[src/rtl/request_arbiter_if.sv]
// Request/grant bundle between the bus monitor, the arbiter and the service sequencer.
//   master: drives req_in, mask_wr, mask_data, grant_ready; observes grant/pending/mask/timeout
//   slave : the arbiter side (inputs and outputs mirrored)
interface request_arbiter_if;
    logic [7:0] req_in;
    logic       mask_wr;
    logic [7:0] mask_data;
    logic       grant_ready;
    logic       grant_valid;
    logic [3:0] grant_index;
    logic [7:0] pending;
    logic [7:0] mask;
    logic       timeout_err;

    modport master (
        output req_in, mask_wr, mask_data, grant_ready,
        input  grant_valid, grant_index, pending, mask, timeout_err
    );

    modport slave (
        input  req_in, mask_wr, mask_data, grant_ready,
        output grant_valid, grant_index, pending, mask, timeout_err
    );
endinterface

[src/rtl/request_arbiter.sv]
// Sticky, maskable 8-line priority arbiter with a valid/ready grant and an offer timeout.
//   clk, rst : clock and synchronous active-high reset
//   bus      : request_arbiter_if.slave
//              req_in/mask_wr/mask_data/grant_ready in; grant_valid, grant_index
//              ({1'b1, position} while valid, else 0), pending, mask, timeout_err out
module request_arbiter #(
    parameter int unsigned NUM_REQ = 8,
    parameter int unsigned TIMEOUT = 255,
    parameter int unsigned TMR_W   = 16
) (
    input  logic             clk,
    input  logic             rst,
    request_arbiter_if.slave bus
);
    localparam int unsigned IDX_W = 3;

    typedef enum logic [0:0] {IDLE, OFFER} state_t;

    state_t               state_q, state_d;
    logic [NUM_REQ-1:0]   req_s, req_q;
    logic [NUM_REQ-1:0]   pending_q, pending_d;
    logic [NUM_REQ-1:0]   mask_q, mask_d;
    logic [NUM_REQ-1:0]   rise, eligible, clr;
    logic [IDX_W-1:0]     sel;
    logic                 valid_q, valid_d;
    logic [IDX_W:0]       index_q, index_d;
    logic [TMR_W-1:0]     cnt_q, cnt_d;
    logic                 terr_q, terr_d;

    // Registers; req_in is sampled once before edge detection, so a rise
    // sampled at edge N lands in pending at edge N+1.
    always_ff @(posedge clk) begin
        if (rst) begin
            state_q   <= IDLE;
            req_s     <= '0;
            req_q     <= '0;
            pending_q <= '0;
            mask_q    <= '1;
            valid_q   <= 1'b0;
            index_q   <= '0;
            cnt_q     <= '0;
            terr_q    <= 1'b0;
        end else begin
            state_q   <= state_d;
            req_s     <= bus.req_in;
            req_q     <= req_s;
            pending_q <= pending_d;
            mask_q    <= mask_d;
            valid_q   <= valid_d;
            index_q   <= index_d;
            cnt_q     <= cnt_d;
            terr_q    <= terr_d;
        end
    end

    // Selection, next-state and next-output logic.
    always_comb begin
        state_d  = state_q;
        valid_d  = valid_q;
        index_d  = index_q;
        cnt_d    = cnt_q;
        terr_d   = 1'b0;
        clr      = '0;
        rise     = req_s & ~req_q;
        eligible = pending_q & mask_q;

        // Ascending scan: the highest set bit is the last one written.
        sel = '0;
        for (int i = 0; i < NUM_REQ; i++) begin
            if (eligible[i]) sel = IDX_W'(i);
        end

        case (state_q)
            IDLE: begin
                valid_d = 1'b0;
                index_d = '0;
                if (|eligible) begin
                    valid_d = 1'b1;
                    index_d = {1'b1, sel};
                    cnt_d   = '0;
                    state_d = OFFER;
                end
            end
            OFFER: begin
                // Index is frozen for the whole offer; no pre-emption, mask writes ignored.
                if (bus.grant_ready) begin
                    clr     = NUM_REQ'(1) << index_q[IDX_W-1:0];
                    valid_d = 1'b0;
                    index_d = '0;
                    state_d = IDLE;
                end else if (cnt_q == TMR_W'(TIMEOUT - 1)) begin
                    valid_d = 1'b0;
                    index_d = '0;
                    terr_d  = 1'b1;
                    state_d = IDLE;
                end else begin
                    cnt_d = cnt_q + TMR_W'(1);
                end
            end
            default: begin
                state_d = IDLE;
                valid_d = 1'b0;
                index_d = '0;
            end
        endcase

        // A new rise on the bit being accepted keeps it pending.
        pending_d = (pending_q & ~clr) | rise;
        mask_d    = bus.mask_wr ? bus.mask_data : mask_q;
    end

    assign bus.grant_valid = valid_q;
    assign bus.grant_index = index_q;
    assign bus.pending     = pending_q;
    assign bus.mask        = mask_q;
    assign bus.timeout_err = terr_q;
endmodule

[src/flat_wrapper.sv]
// flat-port wrapper written by rule: the top's interface ports become plain ports
module request_arbiter_flat 
#(
    parameter int unsigned NUM_REQ = 8,
    parameter int unsigned TIMEOUT = 255,
    parameter int unsigned TMR_W   = 16
)
  (clk, rst, bus_req_in, bus_mask_wr, bus_mask_data, bus_grant_ready, bus_grant_valid, bus_grant_index, bus_pending, bus_mask, bus_timeout_err);
  request_arbiter_if bus_i ();
  input  logic clk;
  input  logic rst;
  input wire logic [$bits(bus_i.req_in)-1:0] bus_req_in;
  input wire logic [$bits(bus_i.mask_wr)-1:0] bus_mask_wr;
  input wire logic [$bits(bus_i.mask_data)-1:0] bus_mask_data;
  input wire logic [$bits(bus_i.grant_ready)-1:0] bus_grant_ready;
  output wire logic [$bits(bus_i.grant_valid)-1:0] bus_grant_valid;
  output wire logic [$bits(bus_i.grant_index)-1:0] bus_grant_index;
  output wire logic [$bits(bus_i.pending)-1:0] bus_pending;
  output wire logic [$bits(bus_i.mask)-1:0] bus_mask;
  output wire logic [$bits(bus_i.timeout_err)-1:0] bus_timeout_err;
  assign bus_i.req_in = bus_req_in;
  assign bus_i.mask_wr = bus_mask_wr;
  assign bus_i.mask_data = bus_mask_data;
  assign bus_i.grant_ready = bus_grant_ready;
  assign bus_grant_valid = bus_i.grant_valid;
  assign bus_grant_index = bus_i.grant_index;
  assign bus_pending = bus_i.pending;
  assign bus_mask = bus_i.mask;
  assign bus_timeout_err = bus_i.timeout_err;
  request_arbiter #(.NUM_REQ(NUM_REQ), .TIMEOUT(TIMEOUT), .TMR_W(TMR_W)) u_core (.clk(clk), .rst(rst), .bus(bus_i));
endmodule
[config.mk]
export PLATFORM = sky130hd
export DESIGN_NAME = request_arbiter_flat
export DESIGN_NICKNAME = d
export VERILOG_FILES = /design/src/rtl/request_arbiter_if.sv /design/src/rtl/request_arbiter.sv /design/src/flat_wrapper.sv
export SDC_FILE = /design/constraint.sdc
export NUM_CORES = 1
export LEC_CHECK = 0
export CORE_MARGIN = 3
export CORE_UTILIZATION = 55
export CTS_CLUSTER_SIZE = 28
export DETAILED_ROUTE_END_ITERATION = 10
export HOLD_SLACK_MARGIN = 0.1
export PLACE_DENSITY = 0.84
export SYNTH_ARGS = -nofsm -noshare
export SYNTH_HDL_FRONTEND = slang
export SYNTH_SLANG_ARGS = --single-unit
[constraint.sdc]
create_clock -name clk -period 4.2 [get_ports clk]
set_input_delay 0.42 -clock clk [delete_from_list [all_inputs] [get_ports clk]]
set_output_delay 0.42 -clock clk [all_outputs]
set_load 0.01 [all_outputs]
# Word level (Yosys, flattened, before mapping)
# Cells that the tools add are included.
[totals]
register_bits = 55
latchBits = 0
mem_bits_rw = 0
romBits = 0
in_bits = 20
mem_count = 0
[classes]
addsub = 1
mul = 0
n_div = 0
order_cmp = 0
n_eq_ne = 5
shifts = 1
n_mux = 25
bitwise = 7
reduce_logical = 3
[op_table]
columns = ["cell", "count"]
rows = [
  ["$mux 16", 3],
  ["$pmux 16 s2", 1],
  ["$and 8x8->8", 3],
  ["$add 16x1->16 const B", 1],
  ["$eq 16x8->1 const B", 1],
  ["$mux 8", 2],
  ["$not 8->8", 2],
  ["$mux 3", 4],
  ["$mux 4", 3],
  ["$or 8x8->8", 1],
  ["$pmux 4 s2", 1],
  ["$reduce_or 8->1", 1],
  ["$shl 1x3->8 const A", 1],
  ["$mux 1", 7],
  ["$mux 2", 2],
  ["$ne 2x2->1 const B", 2],
  ["$pmux 1 s2", 2],
  ["$ne 3x3->1 const B", 1],
  ["$reduce_and 3->1", 1],
  ["$reduce_or 3->1", 1],
  ["$ne 2x1->1 const B", 1],
  ["$not 1->1", 1],
]

# Depth between registers and ports, before layout
[depth]
ltp_word = 10
depth_mapped = 7
ltp_nobuf = 7

# Worst setup path before layout
# OpenSTA, ideal clock, no wires.
[synth_path]
path_kind = "flip-flop to flip-flop"
startpoint = "register u_core.cnt_q[0]"
endpoint = "register u_core.cnt_q[10]"
t_arrival_ns = 1.481
slack_ns = 2.649
stages_incl_launch_ff = 8
path_buffers = 0
path_cell_list = "dfxtp_1 -> inv_1 -> ha_1 -> nor2b_1 -> nand4_2 -> nand4_2 -> or3_1 -> a21oi_1"
[synth_between]
elab_chain_len = 4
[synth_lines]
columns = ["item", "line_no", "text"]
rows = [
  ["start, declared", "request_arbiter.sv:27", "logic [TMR_W-1:0] cnt_q, cnt_d;"],
  ["start signal, assigned", "request_arbiter.sv:51", "cnt_q <= cnt_d;"],
  ["$add 16x1->16", "request_arbiter.sv:97", "cnt_d = cnt_q + TMR_W'(1);"],
  ["$mux 16", "request_arbiter.sv:91", "end else if (cnt_q == TMR_W'(TIMEOUT - 1)) begin"],
  ["$mux 16", "request_arbiter.sv:86", "if (bus.grant_ready) begin"],
  ["$pmux 16 s2", "request_arbiter.sv:73", "case (state_q)"],
]
# Several ways; a longest one is shown, not always the timed one. The select of a mux whose other input is x is not followed.
# A chain may end at the register's enable or synchronous reset.

==> metrics.cfg <==
[setup_path]
timing.rr.end=u_core.cnt_q[1]
cp-end-kind=flop
path_max_fanout=19
rr_startpoint=u_core.cnt_q[0]
cp.arrival_ps=2010
criticalPathCategory=in2reg
critPathRequiredTime_ps=4410
start_kind=input pin
r2r_slack_ps=2450
r2r_cells=7

[worst_hold_path]
hold_end=u_core.bus.pending[1]
hold_path.startpoint=u_core.req_s[1]
hold_class=reg2reg
holdPathStages=2

[finish]
fin_util_pct=72.83
insertedDiodeCount=0
area_growth_pct=24.29
nets=292
drive_gt1_share_pct=7.011

[yosys]
synthCells=230
syn_nets=252
syn_area_per_cell_um2=9.607
netlist.area_leader.share_pct=48.92
ys_async_sr_fraction_pct=0
seq_area_frac_synth_pct=48.92
synth_cell_type_count=43
synth_edf_count=0
ys_top_cells_by_count=dfxtp_1 (54), nor2b_1 (25), nor2_1 (20)
netlist_area_um2=2210
synth.most_common_cell=dfxtp_1
yosys_warnings=0
ys_ff_latch=54
yosysTopAreaCell=dfxtp_1
synthFlopType=dfxtp_1
ys_top_cells_by_area=dfxtp_1 (49%), nor2b_1 (7.1%), a21oi_1 (4.3%), nor2_1 (3.4%), a211o_1 (3.2%)

[sta]
fin_crit_sh_pct=42.89
setup_tns_ps=0
skew_ps=7.692
max_freq_ghz=0.5551
post-route-min-period_ps=1801
slew_violations=0
hold_ws_ps=462.3
relSlewSlack_pct=55.07
tightest_slew_ps=671.8
rsz0062_at_grt=no
setup_viol=0
fin_ws_ps=2399
hold_viol=0

[power]
powerDensity_nw_per_um2=376.0
ir_drop_uv=203.4
p_leak_nw=0.9900
power_mw=1.033

[global_route]
grt-ovfl-total=0
antenna_found_initial=0
grt_max_degree=24
grt_pass1_wl_um=7369
grt.total_usage_pct=18.92
grt_pass1_vias=1569

[die]
core_um2=3771
die_w_um=69.39
rows=22
start_util_pct=58.59
ioPinCount=42
dieArea_um2=4814
die-height_um=69.39

[routing]
wl_per_cell_um=13.92
antenna_left=0
drtIter0Drc=142
avgViaCountPerCell=5.527
via_count=1763
wl_um=4439
drt_pre_antenna_iters=4
drc=0

[flow_run]
cap_violations=0

[placement]
dp_hpwl_um=3259
dp_slack_ps=2118
routabilityCongestion=0.7958
io_buffers=41

[clocking]
ctsResizeCount=0
clk_latency_ps=310
cts_tree=built
holdBufCountCts=0
clk_root_buffer_cell=clkbuf_8
cts.htree.levels=2
cts_setup_buffers=0
cts.path.max_buffers=2
cts_made_buffers=5
cts.sinks=54
clk_pin_slew_worst_paths_ps=90

[outcome]
status=finished clean

through the flow:
stage / cells / instance area [µm²]
floorplan: 230 / 2210
global placement: 311 / 2640
detailed placement: 311 / 2640
CTS: 319 / 2746
global route: 319 / 2746
finish: 319 / 2746
layout make-up:
| type | instances | area [µm²] |
|---|---|---|
| multi-input combinational | 166 | 1077 |
| clock inverter | 1 | 30.03 |
| fill | 274 | 1025 |
| timing repair buffer | 42 | 417.9 |
| clock buffer | 7 | 76.32 |
| sequential | 54 | 1081 |
| tap | 48 | 60.06 |
| inverter | 1 | 3.754 |
sequential cells by signal, indices dropped and copies added, names as in the netlist:
signal / flops
u_core.bus.mask: 8
u_core.req_s: 8
u_core.bus.timeout_err: 1
u_core.cnt_q: 16
u_core.req_q: 8
u_core.bus.grant_valid: 1
u_core.bus.grant_index: 3
u_core.bus.pending: 8
u_core.state_q: 1
routing by layer:
metal	track usage (%)	up-vias	share of wire, %
met4	7.809	0	1.5
li1	-	892	-
met5	0	-	0
met1	26.47	828	49
met3	4.928	6	3.8
met2	27.54	37	46
worst max-delay path by stage:
stage                                    startpoint                 end  cells after the start
after floorplan                     u_core.cnt_q[0]    u_core.cnt_q[10]                      7
after global placement              bus_grant_ready    u_core.cnt_q[15]                      6
after detailed placement                        rst     u_core.cnt_q[0]                      3
after CTS                 u_core.bus.grant_index[1]  bus_grant_index[1]                      1
after global routing                u_core.cnt_q[0]     u_core.cnt_q[1]                      7
final                                           rst     u_core.cnt_q[7]                      3
critical path, stage by stage:
cell	delay, ps
clkdlybuf4s50_1	750
or2_1	570
a211oi_1	260
power breakdown:
group | total, mW | internal [mW] | leakage [nW] | switching (mW)
combinational | 0.135 | 0.0745 | 0.494 | 0.0606
clock | 0.335 | 0.178 | 0.0524 | 0.157
sequential | 0.563 | 0.537 | 0.444 | 0.0253
placed cells by master, fill, tap and decap left out, types with 2 or more instances in the layout:
master           count
nor3_1               2
nand3_1              4
nand4b_1             2
a22oi_2              2
ha_1                 2
and3_1               4
a22oi_1              3
xnor2_1              4
o21ai_0              8
clkdlybuf4s50_1     41
a211o_1              8
or3_1                2
a21oi_1             19
a41oi_1              2
nand2b_1            11
o31ai_1              3
a32oi_1              2
xor2_1               8
nor2b_1             25
nand4_1              5
dfxtp_1             54
nand2_1             11
nand4_2              2
nand3b_1             3
nor2_1              20
clkbuf_1             2
clkbuf_8             5
logic make-up after synthesis:
| logic type | Yosys count | synth area share (%) |
|---|---|---|
| adders and majority gates | 2 | 1.132 |
| xor gates and xnor gates | 12 | 4.756 |
| AOI/OAI and AO/OA | 51 | 15.57 |
| and+or+nand+nor | 101 | 27.29 |
| buffers and inverters | 10 | 2.322 |
| DFF | 54 | 48.92 |
Power figures use the tool's default switching activity.
==> variant 1 (same settings) <==
Make the reset (`rst`) asynchronous in one clocked block. Comments in the files are not updated.
--- a/src/rtl/request_arbiter.sv
+++ b/src/rtl/request_arbiter.sv
@@ -30,5 +30,5 @@
     // Registers; req_in is sampled once before edge detection, so a rise
     // sampled at edge N lands in pending at edge N+1.
-    always_ff @(posedge clk) begin
+    always_ff @(posedge clk or posedge rst) begin
         if (rst) begin
             state_q   <= IDLE;
Formal check against the unedited RTL: differs if rst is asserted again (counterexample within 4 cycles, from zero or initial values and one cycle with rst high); with rst held inactive, the same outputs for 10 cycles.
==> variant 1 against the original RTL <==
Final cell count down 11%. Setup slack got worse by 0.65 ns. Routed wire length increased by 9.4%. Final area is 2.5% higher. Sequential share of layout area rose by 9.0 points. Area after synthesis rose by 2.6%. Maximum frequency shrank 27%. Count of clock-buffer cells in the layout down 1. Sequential cell count unchanged. Critical path type is now flip-flop to flip-flop. Critical endpoint is now u_core.cnt_q[0].
Power is not compared: it rests on default switching activity, and its combinational part moved more than twofold at a synthesized area within 25%.
==> variant 1: results (changes against the original RTL) <==
outcome finished, final reports clean (unchanged); final total negative setup slack 0 ns (unchanged); worst setup slack before clock tree synthesis 1.903 ns (was 2.118 ns); total via count after detailed routing 1,725 (was 1,763); iteration-0 DRC count of the detailed router 144 (was 142); start of the worst register-to-register path u_core.cnt_q[14] (was u_core.cnt_q[0]); yosys synthesis warning count 0 (unchanged); routed metal-1 wire length 2050 µm (was 2162 µm); number of instances resized during post-cts repair 0 (unchanged); top_reg_cell synth dfrtp_1 (was dfxtp_1); most frequent cells after synthesis dfrtp_1, o21ai_0, a21oi_1, inv_1, o31ai_1 (was dfxtp_1, nor2b_1, nor2_1, a21oi_1); actual slew at the worst max-slew pin 1.041 ns (was 0.6718 ns); Sw Share 0.3248; critical path peak fanout 16 (was 19); largest cells by area after synthesis dfrtp_1, dfstp_2, o21ai_0 (was dfxtp_1, nor2b_1, a21oi_1); CP max stage cell nor4_4 (was clkdlybuf4s50_1); Routed met2 length 2432 µm (was 2041 µm); number of nets in the layout 258 (was 292); part of the total power dissipated in sequential elements 0.502; total detailed-routing wirelength 4856 µm (was 4439 µm); peak ir drop on the vdd network 0.2988 mV; largest net degree at the start of global routing 55 (was 24); data arrival at the endpoint of the critical path 2.68 ns (was 2.01 ns); setup slack, reg-to-reg 1.75 ns (was 2.45 ns); vias in the first global route 1,742 (was 1,569); share of flip-flops with an asynchronous set or reset 1.000 (was 0); syn_nets 214 (was 252); number of buffers inserted during clock tree synthesis 5 (unchanged); startpoint of the tightest hold check path u_core.req_s[1] (unchanged); detailed-placement wirelength estimate 3518 µm (was 3259 µm); antenna cells 0 (unchanged); global-route wire length before repair 8459 µm (was 7369 µm); clock tree buffer depth 2 (unchanged); R2R cell count 4 (was 7); reg2reg end u_core.cnt_q[0] (was u_core.cnt_q[1]); number of buffers inserted by post-CTS setup repair 0 (unchanged); routability cong. 0.8115 (was 0.7958); overall fraction of global-route tracks in use 0.2182 (was 0.1892); register name with the most flops u_core.cnt_q (unchanged); distinct cell type count after synthesis 38 (was 43); I/O Buffers 41 (unchanged); Cells on Worst Hold Path 0 (was 2); Filler Cells Inserted 279 (was 274); H-Tree Level Count 2 (unchanged); cell chosen for the clock root clkbuf_8 (unchanged); Worst Hold End u_core.req_q[1] (was u_core.bus.pending[1]); share of synthesized area occupied by flip-flops and latches 0.6004 (was 0.4892); layout cell share with drive strength beyond 1 0.1266 (was 0.07011); routed wire length on met3 295 µm (was 170 µm); Clock Skews 0.009734 ns (was 0.007692 ns); delay of the slowest cell on the worst path 0.80 ns (was 0.75 ns); worst hold slack 0.3841 ns (was 0.4623 ns); endpoints failing hold 0 (unchanged); static leakage power 1.143 nW
==> variant 1: logic make-up (layout without fill, tap and decap cells) <==
kind of cell,after synthesis,after routing,share of synthesized area
simple gates,47,47,0.1374
compound gates,61,61,0.1705
fa+ha+maj,2,2,0.01104
mux,9,9,0.04415
buf+inv,19,64,0.03642
flops,54,54,0.6004
==> variant 1: metal layers <==
metal  vias up  track usage
met5         -            0
met4         0      0.07234
met3        11      0.05036
met2        61       0.3473
met1       845       0.2959
li1        808            -
==> variant 1: area by class of cell <==
class                           count  share of cell area
Sequential cell                    54              0.4836
Multi-Input combinational cell    119              0.2924
Timing Repair Buffer               42              0.1484
Clock buffer                        6             0.02933
Tap cell                           48             0.02133
Inverter                           14             0.01867
Clock inverter                      2            0.006222
==> variant 1: worst max-delay path by stage <==
stage               slack (ns)        startpoint                         to
floorplan                 2.38  u_core.cnt_q[14]  u_core.bus.grant_index[0]
global placement          2.00   bus_grant_ready           u_core.cnt_q[13]
detailed placement        1.90  u_core.cnt_q[14]            u_core.cnt_q[0]
CTS                       1.82  u_core.cnt_q[14]            u_core.cnt_q[0]
global route              1.62  u_core.cnt_q[14]            u_core.cnt_q[0]
finish                    1.75  u_core.cnt_q[14]            u_core.cnt_q[0]
==> variant 1: metrics by stage <==
step           instance area, µm²  cells
5_1_grt                      2815    285
6_report                     2815    285
2_1_floorplan                2267    192
3_3_place_gp                 2715    277
4_1_cts                      2815    285
3_5_place_dp                 2715    277
==> variant 1: worst max-delay path: cells and delay by family (launching register included) <==
kind,cells,cell delay [ns]
AO/OA/AOI/OAI,1,0.37
flip-flops,1,0.42
multiplexers,1,0.23
AND/OR/NAND/NOR,2,1.36
==> variant 2 (config.mk and constraints unchanged) <==
Made on the original files. `TMR_W` is set to 16 in 2 places; all go to 12.
--- a/src/rtl/request_arbiter.sv
+++ b/src/rtl/request_arbiter.sv
@@ -7,5 +7,5 @@
     parameter int unsigned NUM_REQ = 8,
     parameter int unsigned TIMEOUT = 255,
-    parameter int unsigned TMR_W   = 16
+    parameter int unsigned TMR_W   = 12
 ) (
     input  logic             clk,
--- a/src/flat_wrapper.sv
+++ b/src/flat_wrapper.sv
@@ -4,5 +4,5 @@
     parameter int unsigned NUM_REQ = 8,
     parameter int unsigned TIMEOUT = 255,
-    parameter int unsigned TMR_W   = 16
+    parameter int unsigned TMR_W   = 12
 )
   (clk, rst, bus_req_in, bus_mask_wr, bus_mask_data, bus_grant_ready, bus_grant_valid, bus_grant_index, bus_pending, bus_mask, bus_timeout_err);
Formal check against the unedited RTL: no difference found for any inputs over 10 cycles, from zero or initial values and one cycle with rst high; that may be too few to reach the edited logic, so the function may still have changed.
==> variant 2 against the original RTL <==
Area after synthesis is 11% lower. Routed wire length is 16% lower. Sequential cell count fell by 4. Non-clock buffer count unchanged. Highest routed layer unchanged. Setup slack worse by 0.13 ns. Hold slack better by 0.012 ns. Power down 15%. Maximum frequency down 6.7%. Sequential power fell by 6.7%. Largest power group unchanged. Via count shrank 14%. Register-to-register slack improved by 0.08 ns. Final area fell by 10%. Clock skew down 0.00084 ns.
==> variant 2: results (changes against the original RTL) <==
antenna violations before repair 0 (unchanged); Clock Skews 0.006849 ns (was 0.007692 ns); static leakage power 0.8852 nW (was 0.9900 nW); clock latency on the worst-skew pair 0.35 ns (was 0.31 ns); total detailed-routing wirelength 3723 µm (was 4439 µm); share of synthesized area occupied by flip-flops and latches 0.5089 (was 0.4892); peak ir drop on the vdd network 0.2632 mV (was 0.2034 mV); sequential cell count 50 (was 54); Cells on Worst Hold Path 1 (was 2); routed wire length on met3 232 µm (was 170 µm); final core utilization 0.7265 (was 0.7283); via/cell ratio 5.232 (was 5.527); largest cells by area after synthesis dfxtp_1, nor2b_1, a21oi_1 (unchanged); met3 demand-to-capacity share in global routing 0.05442 (was 0.04928); non-clock buffer share of cell area 0.1697 (was 0.1522); startpoint of the tightest hold check path u_core.req_s[2] (was u_core.req_s[1]); routability cong. 0.8437 (was 0.7958); layout cell share with drive strength beyond 1 0.06996 (was 0.07011); Filler Cells Inserted 262 (was 274); outcome finished, final reports clean (unchanged); data arrival at the endpoint of the critical path 2.17 ns (was 2.01 ns); critical path peak fanout 22 (was 19); most frequent cells after synthesis dfxtp_1, nor2b_1, nor2_1, a21oi_1, nand2b_1 (was dfxtp_1, nor2b_1, nor2_1, a21oi_1); Routed met2 length 1682 µm (was 2041 µm); met1 track utilization from global routing 0.2320 (was 0.2647); cell chosen for the clock root clkbuf_4 (was clkbuf_8); syn_nets 224 (was 252); worst hold slack 0.4740 ns (was 0.4623 ns); cell area after layout 2462 µm² (was 2746 µm²); Synth Area in XOR/XNOR 0.04008 (was 0.04757); number of nets in the layout 264 (was 292); area used by multi-input combinational logic 918.4 µm² (was 1077 µm²); yosys synthesis warning count 0 (unchanged); met2 Track Usage GR 0.2891 (was 0.2754); Worst Hold End u_core.req_q[2] (was u_core.bus.pending[1]); share of the synthesized area in compound gates (AO/OA/AOI/OAI) 0.1603 (was 0.1557); clock-pin slew of the registers on the worst-case setup and hold paths 0.13 ns (was 0.09 ns); capturing element of the worst setup path u_core.cnt_q[7] (unchanged); Max-Slew Margin vs Limit 0.5202 (was 0.5507); detailed-placement wirelength estimate 2749 µm (was 3259 µm); fraction of area in clock buffers and inverters 0.02591 (was 0.03872); largest net degree at the start of global routing 23 (was 24); reg2reg end u_core.cnt_q[3] (was u_core.cnt_q[1]); flip-flop and latch share of the layout cell area 0.4065 (was 0.3936); routed metal-1 wire length 1774 µm (was 2162 µm); clk_buf instances 6 (was 7); post-synthesis cell count 202 (was 230); instance area at placement 2399 µm² (was 2640 µm²); number of cells after detailed placement 281 (was 311); distinct cell type count after synthesis 32 (was 43); global-route wire length before repair 6023 µm (was 7369 µm); multi-input gates 142 (was 166); adder-cell share of the synthesized area 0.01272 (was 0.01133); vias in the first global route 1,356 (was 1,569)
[variant 2: cell count changes after synthesis, sizes merged, moves of 3 or more]
cell   change
dfxtp      -4
a21oi      -4
nand3      +3
nor2       -4
xnor2      -4
nand4      -5
nor4       -3
[variant 2: through the flow]
step,setup slack [ns],total power [mW]
floorplan,2.745,0.6023
global placement,1.892,0.6657
detailed placement,1.853,0.6674
CTS,2.240,0.8892
global route,2.121,0.9223
finish,2.269,0.8781
[variant 2: report_power, final]
group | switching [mW] | total (mW) | internal (mW)
combinational | 0.0572 | 0.132 | 0.0747
sequential | 0.0252 | 0.525 | 0.500
clock | 0.140 | 0.221 | 0.0807
total | 0.223 | 0.878 | 0.655
[variant 2: worst max-delay path, cell delays in order]
cell and delay, ns:
clkdlybuf4s50_1 0.93, buf_4 0.36, or2_1 0.34, nor2_1 0.10
